===== src/rtl/execute_stage_pkg.sv =====
// Shared encodings for the execute stage: ALU control, R-type funct codes,
// the ALU operation enum and the bit positions inside the wb/mem/ex control bundles.
package execute_stage_pkg;

  localparam logic [1:0] ALUOP_ADD   = 2'b00;
  localparam logic [1:0] ALUOP_SUB   = 2'b01;
  localparam logic [1:0] ALUOP_RTYPE = 2'b10;
  localparam logic [1:0] ALUOP_ADD2  = 2'b11;

  localparam logic [5:0] FUNCT_ADD = 6'b100000;
  localparam logic [5:0] FUNCT_SUB = 6'b100010;
  localparam logic [5:0] FUNCT_AND = 6'b100100;
  localparam logic [5:0] FUNCT_OR  = 6'b100101;
  localparam logic [5:0] FUNCT_SLT = 6'b101010;

  typedef enum logic [2:0] {
    ALU_ADD,
    ALU_SUB,
    ALU_AND,
    ALU_OR,
    ALU_SLT,
    ALU_ZERO
  } alu_op_e;

  localparam int WB_REGWRITE  = 1;
  localparam int WB_MEMTOREG  = 0;
  localparam int MEM_BRANCH   = 2;
  localparam int MEM_MEMREAD  = 1;
  localparam int MEM_MEMWRITE = 0;
  localparam int EX_REGDST    = 3;
  localparam int EX_ALUOP_HI  = 2;
  localparam int EX_ALUOP_LO  = 1;
  localparam int EX_ALUSRC    = 0;

endpackage


===== src/rtl/execute_stage_if.sv =====
// ID/EX inputs and EX/MEM outputs of the execute stage bundled as one interface.
interface execute_stage_if #(
  parameter int DATA_W = 32,
  parameter int CNT_W  = 8
);
  logic              stall;
  logic              flush;
  logic              in_valid;
  logic [1:0]        wb_in;
  logic [2:0]        mem_in;
  logic [3:0]        ex_in;
  logic [DATA_W-1:0] npc_in;
  logic [DATA_W-1:0] rd1_in;
  logic [DATA_W-1:0] rd2_in;
  logic [DATA_W-1:0] imm_in;
  logic [4:0]        rt_in;
  logic [4:0]        rd_in;

  logic              out_valid;
  logic [1:0]        wb_out;
  logic [2:0]        mem_out;
  logic [DATA_W-1:0] alu_result_out;
  logic [DATA_W-1:0] rd2_out;
  logic [DATA_W-1:0] br_target_out;
  logic              zero_out;
  logic [4:0]        dest_out;
  logic [CNT_W-1:0]  illegal_cnt;

  modport slave (
    input  stall, flush, in_valid, wb_in, mem_in, ex_in, npc_in,
           rd1_in, rd2_in, imm_in, rt_in, rd_in,
    output out_valid, wb_out, mem_out, alu_result_out, rd2_out,
           br_target_out, zero_out, dest_out, illegal_cnt
  );

  modport master (
    output stall, flush, in_valid, wb_in, mem_in, ex_in, npc_in,
           rd1_in, rd2_in, imm_in, rt_in, rd_in,
    input  out_valid, wb_out, mem_out, alu_result_out, rd2_out,
           br_target_out, zero_out, dest_out, illegal_cnt
  );
endinterface


===== src/rtl/execute_stage_alu.sv =====
// Combinational ALU for the execute stage; add/sub wrap, SLT compares signed.
module exec_alu
  import execute_stage_pkg::*;
#(
  parameter int DATA_W = 32
) (
  input  logic signed [DATA_W-1:0] i_a,
  input  logic signed [DATA_W-1:0] i_b,
  input  alu_op_e                  i_op,
  output logic        [DATA_W-1:0] o_result
);

  logic w_lt;
  assign w_lt = (i_a < i_b);

  always_comb begin
    o_result = '0;
    unique case (i_op)
      ALU_ADD:  o_result = i_a + i_b;
      ALU_SUB:  o_result = i_a - i_b;
      ALU_AND:  o_result = i_a & i_b;
      ALU_OR:   o_result = i_a | i_b;
      ALU_SLT:  o_result = {{(DATA_W-1){1'b0}}, w_lt};
      default:  o_result = '0;
    endcase
  end

endmodule


===== src/rtl/execute_stage.sv =====
// Execute stage with EX/MEM pipeline register: ALU, branch target, destination
// select, bubble handling (flush > stall > capture) and a saturating illegal-funct counter.
module execute_stage
  import execute_stage_pkg::*;
#(
  parameter int DATA_W = 32,
  parameter int CNT_W  = 8
) (
  input logic          clk,
  input logic          rst,
  execute_stage_if.slave bus
);

  function automatic logic [CNT_W-1:0] sat_inc(input logic [CNT_W-1:0] c);
    return (&c) ? c : c + CNT_W'(1);
  endfunction

  logic [1:0]               w_aluop;
  logic [5:0]               w_funct;
  alu_op_e                  w_op;
  logic                     w_illegal;
  logic                     w_keep;
  logic signed [DATA_W-1:0] w_a;
  logic signed [DATA_W-1:0] w_b;
  logic        [DATA_W-1:0] w_res;
  logic        [DATA_W-1:0] w_br;
  logic        [4:0]        w_dest;

  assign w_aluop = bus.ex_in[EX_ALUOP_HI:EX_ALUOP_LO];
  assign w_funct = bus.imm_in[5:0];
  assign w_a     = bus.rd1_in;
  assign w_b     = bus.ex_in[EX_ALUSRC] ? bus.imm_in : bus.rd2_in;
  assign w_br    = bus.npc_in + (bus.imm_in << 2);
  assign w_dest  = bus.ex_in[EX_REGDST] ? bus.rd_in : bus.rt_in;
  assign w_keep  = bus.in_valid & ~w_illegal;

  always_comb begin
    w_op      = ALU_ADD;
    w_illegal = 1'b0;
    case (w_aluop)
      ALUOP_SUB: w_op = ALU_SUB;
      ALUOP_RTYPE: begin
        case (w_funct)
          FUNCT_ADD: w_op = ALU_ADD;
          FUNCT_SUB: w_op = ALU_SUB;
          FUNCT_AND: w_op = ALU_AND;
          FUNCT_OR:  w_op = ALU_OR;
          FUNCT_SLT: w_op = ALU_SLT;
          default: begin
            w_op      = ALU_ZERO;
            w_illegal = 1'b1;
          end
        endcase
      end
      default: w_op = ALU_ADD;
    endcase
  end

  exec_alu #(.DATA_W(DATA_W)) u_alu (
    .i_a      (w_a),
    .i_b      (w_b),
    .i_op     (w_op),
    .o_result (w_res)
  );

  // EX/MEM register boundary (p1)
  logic              r_vld_p1;
  logic [1:0]        r_wb_p1;
  logic [2:0]        r_mem_p1;
  logic [DATA_W-1:0] r_alu_p1;
  logic [DATA_W-1:0] r_rd2_p1;
  logic [DATA_W-1:0] r_br_p1;
  logic              r_zero_p1;
  logic [4:0]        r_dest_p1;
  logic [CNT_W-1:0]  r_cnt_p1;

  always_ff @(posedge clk or posedge rst) begin
    if (rst) begin
      r_vld_p1  <= 1'b0;
      r_wb_p1   <= '0;
      r_mem_p1  <= '0;
      r_alu_p1  <= '0;
      r_rd2_p1  <= '0;
      r_br_p1   <= '0;
      r_zero_p1 <= 1'b0;
      r_dest_p1 <= '0;
      r_cnt_p1  <= '0;
    end else if (bus.flush) begin
      r_vld_p1 <= 1'b0;
      r_wb_p1  <= '0;
      r_mem_p1 <= '0;
    end else if (!bus.stall) begin
      r_vld_p1  <= w_keep;
      r_wb_p1   <= w_keep ? bus.wb_in  : 2'b00;
      r_mem_p1  <= w_keep ? bus.mem_in : 3'b000;
      r_alu_p1  <= w_res;
      r_rd2_p1  <= bus.rd2_in;
      r_br_p1   <= w_br;
      r_zero_p1 <= (w_res == '0);
      r_dest_p1 <= w_dest;
      if (bus.in_valid && w_illegal)
        r_cnt_p1 <= sat_inc(r_cnt_p1);
    end
  end

  assign bus.out_valid      = r_vld_p1;
  assign bus.wb_out         = r_wb_p1;
  assign bus.mem_out        = r_mem_p1;
  assign bus.alu_result_out = r_alu_p1;
  assign bus.rd2_out        = r_rd2_p1;
  assign bus.br_target_out  = r_br_p1;
  assign bus.zero_out       = r_zero_p1;
  assign bus.dest_out       = r_dest_p1;
  assign bus.illegal_cnt    = r_cnt_p1;

endmodule


===== src/flat_wrapper.sv =====
// flat-port wrapper written by rule: the top's interface ports become plain ports
module execute_stage_flat import execute_stage_pkg::*;
#(
  parameter int DATA_W = 32,
  parameter int CNT_W  = 8
)
  (clk, rst, bus_stall, bus_flush, bus_in_valid, bus_wb_in, bus_mem_in, bus_ex_in, bus_npc_in, bus_rd1_in, bus_rd2_in, bus_imm_in, bus_rt_in, bus_rd_in, bus_out_valid, bus_wb_out, bus_mem_out, bus_alu_result_out, bus_rd2_out, bus_br_target_out, bus_zero_out, bus_dest_out, bus_illegal_cnt);
  execute_stage_if #(.DATA_W(DATA_W), .CNT_W(CNT_W)) bus_i ();
  input logic clk;
  input logic rst;
  input wire logic [$bits(bus_i.stall)-1:0] bus_stall;
  input wire logic [$bits(bus_i.flush)-1:0] bus_flush;
  input wire logic [$bits(bus_i.in_valid)-1:0] bus_in_valid;
  input wire logic [$bits(bus_i.wb_in)-1:0] bus_wb_in;
  input wire logic [$bits(bus_i.mem_in)-1:0] bus_mem_in;
  input wire logic [$bits(bus_i.ex_in)-1:0] bus_ex_in;
  input wire logic [$bits(bus_i.npc_in)-1:0] bus_npc_in;
  input wire logic [$bits(bus_i.rd1_in)-1:0] bus_rd1_in;
  input wire logic [$bits(bus_i.rd2_in)-1:0] bus_rd2_in;
  input wire logic [$bits(bus_i.imm_in)-1:0] bus_imm_in;
  input wire logic [$bits(bus_i.rt_in)-1:0] bus_rt_in;
  input wire logic [$bits(bus_i.rd_in)-1:0] bus_rd_in;
  output wire logic [$bits(bus_i.out_valid)-1:0] bus_out_valid;
  output wire logic [$bits(bus_i.wb_out)-1:0] bus_wb_out;
  output wire logic [$bits(bus_i.mem_out)-1:0] bus_mem_out;
  output wire logic [$bits(bus_i.alu_result_out)-1:0] bus_alu_result_out;
  output wire logic [$bits(bus_i.rd2_out)-1:0] bus_rd2_out;
  output wire logic [$bits(bus_i.br_target_out)-1:0] bus_br_target_out;
  output wire logic [$bits(bus_i.zero_out)-1:0] bus_zero_out;
  output wire logic [$bits(bus_i.dest_out)-1:0] bus_dest_out;
  output wire logic [$bits(bus_i.illegal_cnt)-1:0] bus_illegal_cnt;
  assign bus_i.stall = bus_stall;
  assign bus_i.flush = bus_flush;
  assign bus_i.in_valid = bus_in_valid;
  assign bus_i.wb_in = bus_wb_in;
  assign bus_i.mem_in = bus_mem_in;
  assign bus_i.ex_in = bus_ex_in;
  assign bus_i.npc_in = bus_npc_in;
  assign bus_i.rd1_in = bus_rd1_in;
  assign bus_i.rd2_in = bus_rd2_in;
  assign bus_i.imm_in = bus_imm_in;
  assign bus_i.rt_in = bus_rt_in;
  assign bus_i.rd_in = bus_rd_in;
  assign bus_out_valid = bus_i.out_valid;
  assign bus_wb_out = bus_i.wb_out;
  assign bus_mem_out = bus_i.mem_out;
  assign bus_alu_result_out = bus_i.alu_result_out;
  assign bus_rd2_out = bus_i.rd2_out;
  assign bus_br_target_out = bus_i.br_target_out;
  assign bus_zero_out = bus_i.zero_out;
  assign bus_dest_out = bus_i.dest_out;
  assign bus_illegal_cnt = bus_i.illegal_cnt;
  execute_stage #(.DATA_W(DATA_W), .CNT_W(CNT_W)) u_core (.clk(clk), .rst(rst), .bus(bus_i));
endmodule

===== config.mk =====
export PLATFORM = sky130hd
export DESIGN_NAME = execute_stage_flat
export DESIGN_NICKNAME = d
export VERILOG_FILES = /design/src/rtl/execute_stage_pkg.sv /design/src/rtl/execute_stage_if.sv /design/src/rtl/execute_stage_alu.sv /design/src/rtl/execute_stage.sv /design/src/flat_wrapper.sv
export SDC_FILE = /design/constraint.sdc
export NUM_CORES = 1
export LEC_CHECK = 0
export BUFFER_PORTS_ARGS = -buffer_cell sky130_fd_sc_hd__buf_2
export CAP_MARGIN = 20
export CELL_PAD_IN_SITES_DETAIL_PLACEMENT = 0
export CELL_PAD_IN_SITES_GLOBAL_PLACEMENT = 1
export CORE_MARGIN = 2
export CORE_UTILIZATION = 44
export CTS_CLUSTER_DIAMETER = 30
export DETAILED_ROUTE_END_ITERATION = 7
export PLACE_DENSITY_LB_ADDON = 0.1
export SETUP_SLACK_MARGIN = 0.02
export SYNTH_ARGS = -nofsm -noshare
export SYNTH_HDL_FRONTEND = slang
export SYNTH_SLANG_ARGS = --single-unit

===== constraint.sdc =====
create_clock -name clk -period 8.1 [get_ports clk]
set_clock_uncertainty 0.2 [all_clocks]
set_input_delay 1.62 -clock clk [delete_from_list [all_inputs] [get_ports clk]]
set_output_delay 1.62 -clock clk [all_outputs]
set_load 0.005 [all_outputs]

# Yosys cells after proc, flatten, opt, wreduce, memory -nomap -nowiden
# Cells that the tools add are included.
# word_totals
regBits,116
input_bits,152
word_cells,55
# op_classes
n_lt_le_gt_ge,1
addsub,4
n_eq_ne,12
n_reduce_logical,7
bitwise_logic,7
muxes,15
# op_table
cell,n
$pmux 32 s5,1
$add 32x32->32,2
$and 32x32->32,1
$logic_not 32->1,1
$lt 32x32->1,1
$mux 32,1
$or 32x32->32,1
$sub 32x32->32,1
$eq 6x6->1 const B,5
$pmux 3 s5,1
$mux 3,3
$add 8x1->8 const B,1
$reduce_and 8->1,1
$eq 3x2->1 const B,2
$mux 2,3
$pmux 3 s2,1
$mux 5,1
$reduce_or 5->1,1
$mux 1,4
$not 1->1,4
$reduce_and 4->1,1
$eq 3x1->1 const B,1
$eq 3x3->1 const B,1
$logic_not 3->1,1
other kinds (6),6

# Depth between registers and ports, before layout
# Gate-level depths: netlist of the first run.
# depth
ltp_word,9
depth_mapped,18

# Cells and area by module
# From an unflattened synthesis of the first run, not the netlist that was laid out.
# hier_totals
hier_cells,1542
area_unflattened_um2,11811.3
# by_module_without_submodules
mod,cells_per_inst,seq_area_each_um2,area_each_um2,n_inst
execute_stage,758,2902.8,6678.9,1
exec_alu,784,0.0,5132.4,1

# Least setup slack after synthesis of the first run
# Ideal clock, no wire load.
# synth_path
path_type,input -> register
start,input port bus_ex_in[0]
end,register u_core.r_zero_p1 (netlist: u_core.bus.zero_out)
arrival_time_ns,5.571
stages,18
required_ns,7.834
path_slack_ns,2.263
cell_sequence,clkbuf_1 -> buf_1 -> mux2i_1 -> inv_1 -> ha_1 -> inv_1 -> fa_1 -> nand2b_1 -> a2111o_1 -> a21oi_1 -> o21ba_2 -> a41oi_2 -> xnor2_1 -> a211o_1 -> nor4_1 -> nand4_1 -> nor4_1 -> a41o_1
# synth_via
elab_chain_len,4
# synth_lines
element,line,source
from (decl),flat_wrapper.sv:16,input wire logic [$bits(bus_i.ex_in)-1:0] bus_ex_in;
$mux 32 *,execute_stage.sv:32,assign w_b = bus.ex_in[EX_ALUSRC] ? bus.imm_in : bus.rd2_in;
$sub 32x32->32 (tied with other cells),execute_stage_alu.sv:20,ALU_SUB: o_result = i_a - i_b;
$pmux 32 s5 *,execute_stage_alu.sv:18,unique case (i_op)
$logic_not 32->1 *,execute_stage.sv:99,r_zero_p1 <= (w_res == '0);
to (signal assigned),execute_stage.sv:99,
to (decl),execute_stage.sv:73,logic r_zero_p1;
# Every way passes the cells marked *; elsewhere a longest branch is shown, timed or not.
# A chain may end at the register's enable or synchronous reset.

# Worst setup path after layout of the first run
# Same ends and word-level chain as after synthesis.

==> run_results.csv, run 1 <==
group,metric,value,unit
placement,routabilityCongestion,0.929,
yosys,postSynthAreaPerCell,7.72,um2
setup_path,worstPathCellList,"buf_2, mux2i_1, inv_1, ha_1, inv_1, fa_1, nand2b_1, a2111o_1, a21oi_1, o21ba_2, a41oi_2, xnor2_1, a211o_1, nor4_1, nand4_1, nor4_1, a41o_1",
power_and_ir_drop,total_power,0.00248,W
global_routing,grt_pass1_vias,11400,
sta,tightest_slew,0.927,ns
die,start_util,44.5,%
setup_path,worstPathMaxFanout,19,
detailed_routing,drtIter0Drc,831,
sta,finalSetupTns,0,ns
setup_path,startpoint_type,"primary input",
yosys,yosys.area_share.adder,15.4,%
setup_path,crit_type,"primary input to flip-flop",
yosys,ys_warn_count,0,
yosys,async_flop_share,100,%
setup_path,cp.buffers_inverters,3,
sta,rsz0062_at_grt,"false",
clock_network,clockBufferDepth,2,
placement,placed_cell_area,13100,um2
yosys,synth_top_family_by_area,"compound AO/OA/AOI/OAI gates",
yosys,synth_compound_area_share,26.0,%
detailed_routing,vias_per_cell,5.73,
clock_network,cts_tree,"done",
global_routing,grt_max_degree,89,
die,die_h,166,um
die,io_pins,268,
yosys,synth_area,11500,um2
placement,portBuffers,267,
detailed_routing,firstDrtPassIters,7,
sta,layout_min_cycle_time,6.29,ns
setup_path,rrSetupSlack,6.13,ns
clock_network,cts-buffers-inserted,17,
global_routing,grt_pass1_wl,64.9,mm
setup_path,critPathArrivalTime,6.47,ns
flow_run,max_cap_viol_count,0,
detailed_routing,drc,0,
yosys,synth_area_leaders,"dfrtp_1 25%, ha_1 15%, nand2_1 7.8%",
die,fp.dieArea,27500,um2
clock_network,cts.sinks,116,
die,rows,59,
yosys,post-synth-top-count-cell,"nand2_1",
clock_network,postCtsHoldBufs,0,
yosys,ys_types,78,
sta,hold_violations,0,
sta,finalCritPeriodShare,77.7,%
global_routing,grt_overflow,0,
yosys,synthFlopType,"dfrtp_1",
hold_path,holdCritPathClass,"flip-flop to flip-flop",
sta,setup_viol,0,
power_and_ir_drop,powerDensity,181,nW/um2
detailed_routing,wl_per_cell,20.5,um
yosys,synth.cells.most_frequent,"240 x nand2_1, 137 x ha_1, 121 x inv_1",
sta,max_freq,159,MHz
cells_and_area,drive_gt1_share,19.4,%
clock_network,clk_pin_slew_worst_paths,0.07,ns
setup_path,cp_top_family,"compound AO/OA/AOI/OAI gates",
clock_network,htreeDepth,4,
detailed_routing,vias,11800,
clock_network,clock_latency,0.44,ns
cells_and_area,nFillCells,2635,
global_routing,grtUsageTotal,30.2,%
setup_path,critPathMaxStageDelay,0.51,ns
setup_path,worstPathRequired,8.27,ns
yosys,synth_simple_gate_area_share,19.9,%
power_and_ir_drop,peakVddDrop,0.000152,V
yosys,synth_top_cell_by_area,"dfrtp_1",
placement,hpwl,32.9,mm
clock_network,root_buffer,"clkbuf_16",
yosys,syn_inst,1492,
cells_and_area,syn_to_final_growth,18.7,%
yosys,synth_xor_xnor_area_share,2.96,%
global_routing,grt_antenna_before_repair,5,
die,fp.dieW,166,um
yosys,seq_area_frac_synth,25.2,%
yosys,ys_ff_latch,116,
cells_and_area,nNetsFinal,2006,
cells_and_area,final_design_area_no_fill,13700,um2
sta,drv_slew,0,
clock_network,ctsResizeCount,0,
detailed_routing,drt-total-wl,42.5,mm
power_and_ir_drop,p_leak,7.04,nW
yosys,synth_edf_count,0,
detailed_routing,ant_nets,0,
yosys,synth.area.mux_share,4.12,%
setup_path,slowest_stage,"buf_2",
sta,holdWs,0.267,ns
run_status,status,"finished clean",
die,core,25900,um2
yosys,synth_nets,1784,
sta,max-slew-margin-rel,38.2,%
clock_network,cts_setup_buffers,0,
yosys,synth_top_area_share,25.2,%
setup_path,cp-end-kind,"flip-flop",
==> stage by stage <==
stage | std cells | utilization, % | setup WS, ns
global placement | 2030 | 50.5 | 1.51
detailed placement | 2030 | 50.5 | 1.38
CTS | 2062 | 52.8 | 1.79
floorplan | 1492 | - | 2.26
finish | 2066 | 52.8 | 1.81
global route | 2063 | 52.8 | 1.57
==> logic make-up (layout without fill, tap and decap cells) <==
family | count (synthesis) | after routing
compound gates | 450 | 450
xor+xnor | 39 | 39
fa+ha+maj | 140 | 140
buf+inv | 194 | 429
flops | 116 | 116
mux | 47 | 47
other cells | 0 | 4
simple gates | 506 | 506
==> layout make-up <==
type                       count  area [um2]  area share (%)
sequential                   116        2900            21.2
tap                          335         419            3.06
antenna                        4        10.0          0.0732
multi-input combinational   1182        7900            57.7
clock inverter                15         163            1.19
clock buffer                  17         425            3.11
timing repair buffer         276        1400            10.3
inverter                     121         457            3.34
==> final timing paths <==
path | start | end | cells after the start
min | u_core.bus.rd2_out[0] | u_core.bus.rd2_out[0] | 2
max in group asynchronous | rst | u_core.bus.alu_result_out[15] | 3
min reg2reg | u_core.bus.rd2_out[0] | u_core.bus.rd2_out[0] | 2
min in group asynchronous | rst | u_core.bus.rd2_out[31] | 2
max | bus_ex_in[0] | u_core.bus.zero_out | 17
max reg2reg | u_core.bus.illegal_cnt[0] | u_core.bus.illegal_cnt[6] | 7
==> report_power, final <==
part           total [W]  switching [W]  internal [W]
Sequential      0.000738      0.0000581      0.000680
Combinational   0.000946       0.000577      0.000369
Clock           0.000792       0.000354      0.000439
Total            0.00248       0.000989       0.00149
==> cell usage in the layout (no fill, tap or decap), types with 16 or more instances in the layout <==
cell	n
a211oi_1	31
a21o_1	18
a21oi_1	96
a31oi_1	16
buf_2	267
clkbuf_16	17
dfrtp_1	116
ha_1	137
inv_1	120
mux2i_1	44
nand2_1	240
nand3_1	34
nor2_1	96
nor2b_1	19
nor3_1	29
o211ai_1	20
o21ai_0	120
o21bai_1	19
xnor2_1	24
==> worst reg2reg max path: stages (launching register included) <==
cell and delay [ns]:
dfrtp_1 0.43, ha_1 0.23, nand2_1 0.07, o211ai_1 0.08, nor2_1 0.34, nand2_1 0.18
nor3_1 0.22, xor2_1 0.16
==> registers in the layout, indices dropped and copies added (netlist names) <==
| register | count |
|---|---|
| u_core.bus.mem_out | 3 |
| u_core.bus.wb_out | 2 |
| u_core.bus.dest_out | 5 |
| u_core.bus.out_valid | 1 |
| u_core.bus.zero_out | 1 |
| u_core.bus.illegal_cnt | 8 |
| u_core.bus.rd2_out | 32 |
| u_core.bus.br_target_out | 32 |
| u_core.bus.alu_result_out | 32 |
==> routing by layer <==
metal	vias up	track usage (%)	wire (um)
li1	5757	-	-
met1	5531	36.9	17500
met2	463	50.6	20100
met3	82	5.72	2670
met4	2	15.8	2160
met5	-	0	13
No activity file was read; power rests on OpenSTA's default activity.
==> inputs of run 2 (changes only) <==
--- a/config.mk
+++ b/config.mk
@@ -10,7 +10,7 @@
 export CELL_PAD_IN_SITES_DETAIL_PLACEMENT = 0
 export CELL_PAD_IN_SITES_GLOBAL_PLACEMENT = 1
 export CORE_MARGIN = 2
-export CORE_UTILIZATION = 44
+export CORE_UTILIZATION = 40
 export CTS_CLUSTER_DIAMETER = 30
 export DETAILED_ROUTE_END_ITERATION = 7
 export PLACE_DENSITY_LB_ADDON = 0.1
==> constraint.sdc (replaced) <==
create_clock -name clk -period 5.8 [get_ports clk]
set_clock_uncertainty 0.2 [all_clocks]
set_input_delay 1.16 -clock clk [delete_from_list [all_inputs] [get_ports clk]]
set_output_delay 1.16 -clock clk [all_outputs]
set_load 0.005 [all_outputs]
==> run 2 against run 1 <==
  * First-iteration DRC count up 1.9%
  * Die area up 9.7%
  * Flip-flop and latch count unchanged
  * Final cell count up 4.5%
  * Register-to-register slack worse by 2.3 ns
  * Routed wire length up 4.3%
  * Critical endpoint unchanged
  * Final area up 3.0%
  * Setup slack worse by 1.5 ns
  * Sequential power up 40%
  * Clock-buffer cell count up 1
  * Sequential share of layout area down 0.62 points
==> run_results.csv, run 2 (synthesis results as in run 1) <==
group,metric,value,unit
run_status,status,"finished clean",
hold_path,holdCritPathClass,"flip-flop to flip-flop",
die,io_pins,268,
detailed_routing,drtIter0Drc,847,
sta,finalSetupTns,0,ns
sta,finalCritPeriodShare,95.0,%
setup_path,rrSetupSlack,3.86,ns
sta,rsz0062_at_grt,"false",
placement,portBuffers,267,
power_and_ir_drop,total_power,0.00352,W
detailed_routing,wl_per_cell,20.5,um
die,start_util,40.4,%
detailed_routing,firstDrtPassIters,5,
clock_network,cts_setup_buffers,0,
detailed_routing,drt-total-wl,44.3,mm
cells_and_area,nNetsFinal,2053,
power_and_ir_drop,powerDensity,250,nW/um2
global_routing,grt_pass1_vias,11600,
clock_network,postCtsHoldBufs,0,
detailed_routing,vias,12200,
flow_run,max_cap_viol_count,0,
power_and_ir_drop,p_int,0.00213,W
clock_network,clock_latency,0.42,ns
clock_network,cts.sinks,116,
setup_path,crit_type,"primary input to flip-flop",
clock_network,root_buffer,"clkbuf_16",
power_and_ir_drop,power.share.sequential,29.3,%
power_and_ir_drop,peakVddDrop,0.000207,V
cells_and_area,antenna_cells,0,
die,rows,62,
global_routing,grt_pass1_wl,67.5,mm
clock_network,cts_tree,"done",
global_routing,grt_antenna_before_repair,2,
power_and_ir_drop,p_leak,7.26,nW
detailed_routing,drc,0,
power_and_ir_drop,comb_power_share,39.6,%
cells_and_area,layout_commonest_cell,"buf_2",
sta,tightest_slew,0.978,ns
setup_path,critPathArrivalTime,5.67,ns
global_routing,grtUsageTotal,28.7,%
setup_path,worstPathMaxFanout,22,
placement,routabilityCongestion,0.950,
placement,hpwl,35.0,mm
clock_network,clockBufferDepth,2,
global_routing,met2_usage,48.7,%
detailed_routing,ant_nets,0,
sta,max-slew-margin-rel,34.8,%
global_routing,grt_max_degree,103,
power_and_ir_drop,power_frac_clock,31.1,%
global_routing,grt_overflow,0,
clock_network,htreeDepth,4,
clock_network,cts-buffers-inserted,17,
sta,setup_viol,0,
setup_path,cp-end-kind,"flip-flop",
setup_path,worstPathRequired,5.96,ns
cells_and_area,syn_to_final_growth,22.3,%
sta,hold_violations,0,
clock_network,ctsResizeCount,0,
setup_path,startpoint_type,"primary input",
die,fp.dieW,174,um
global_routing,grt.busiest_layer,"met2",
global_routing,met3_usage,4.41,%
sta,layout_min_cycle_time,5.51,ns
clock_network,clk_pin_slew_worst_paths,0.06,ns
placement,placed_cell_area,13500,um2
power_and_ir_drop,switching_share,39.6,%
detailed_routing,vias_per_cell,5.63,
cells_and_area,nFillCells,2985,
die,die_h,174,um
sta,drv_slew,0,
power_and_ir_drop,p_sw,0.00139,W
sta,max_freq,181,MHz
die,fp.dieArea,30200,um2
cells_and_area,final_design_area_no_fill,14100,um2
cells_and_area,layout_common_cells,"267 x buf_2, 240 x nand2_1, 137 x ha_1",
die,core,28500,um2
global_routing,use_met1,36.3,%
cells_and_area,drive_gt1_share,21.5,%
## run 2: changes by cell type in the layout (fill, tap and decap cells not counted)
cell        previous run  this run
buf_12                 0         1
buf_4                  9        55
clkbuf_8               0         1
clkinv_4               1         3
clkinvlp_4             2         3
diode_2                4         0
inv_8                  5         1
## run 2: worst paths after layout
kind / start / end / cells after the start
worst max-delay path: bus_ex_in[0] / u_core.bus.zero_out / 15
worst min-delay path: u_core.bus.rd2_out[31] / u_core.bus.rd2_out[31] / 2
worst max register to register: u_core.bus.illegal_cnt[2] / u_core.bus.illegal_cnt[6] / 7
worst min register to register: u_core.bus.rd2_out[31] / u_core.bus.rd2_out[31] / 2
max in group asynchronous: rst / u_core.bus.br_target_out[8] / 3
min in group asynchronous: rst / u_core.bus.illegal_cnt[0] / 2
## run 2: layout make-up
| class | count | area (um2) | area share (%) |
|---|---|---|---|
| repair buffers | 323 | 1770 | 12.6 |
| inverters | 121 | 457 | 3.24 |
| multi-input cells | 1182 | 7900 | 56.1 |
| clock inverters | 14 | 143 | 1.01 |
| well taps | 384 | 480 | 3.41 |
| flip-flops and latches | 116 | 2900 | 20.6 |
| clock buffers | 18 | 439 | 3.12 |
## run 2: per-stage QoR
step	hold WS (ns)	cells	util [%]	setup WS, ns
floorplan	0.270	1492	-	0.423
CTS	0.273	2158	49.4	0.393
global placement	0.253	2126	47.3	-0.0199
global route	0.284	2158	49.4	0.136
finish	0.268	2158	49.4	0.288
detailed placement	0.257	2126	47.3	-0.00751
## run 2: power groups by stage
stage               Combinational [W]  Sequential (W)  Clock (W)
floorplan                    0.000790         0.00105          0
global placement              0.00138         0.00104          0
detailed placement            0.00138         0.00105          0
CTS                           0.00139         0.00103    0.00111
global route                  0.00153         0.00105    0.00115
finish                        0.00139         0.00103    0.00110
## run 2: critical path, cell delays in order
cell       delay [ns]
buf_2            0.33
buf_12           0.26
mux2i_1          0.53
inv_1            0.09
ha_1             0.24
a21o_1           0.21
a2111oi_0        0.51
nand2_1          0.11
a211oi_1         0.64
o41ai_1          0.20
a221o_1          0.37
a21oi_1          0.27
nand4_1          0.22
nor4_1           0.31
a41o_1           0.20
## run 2: metal layers
metal  part of all wire (%)  routed length, um
met5                  0.038                 17
met3                    6.0               2660
met4                    4.0               1790
met1                     42              18700
met2                     48              21100
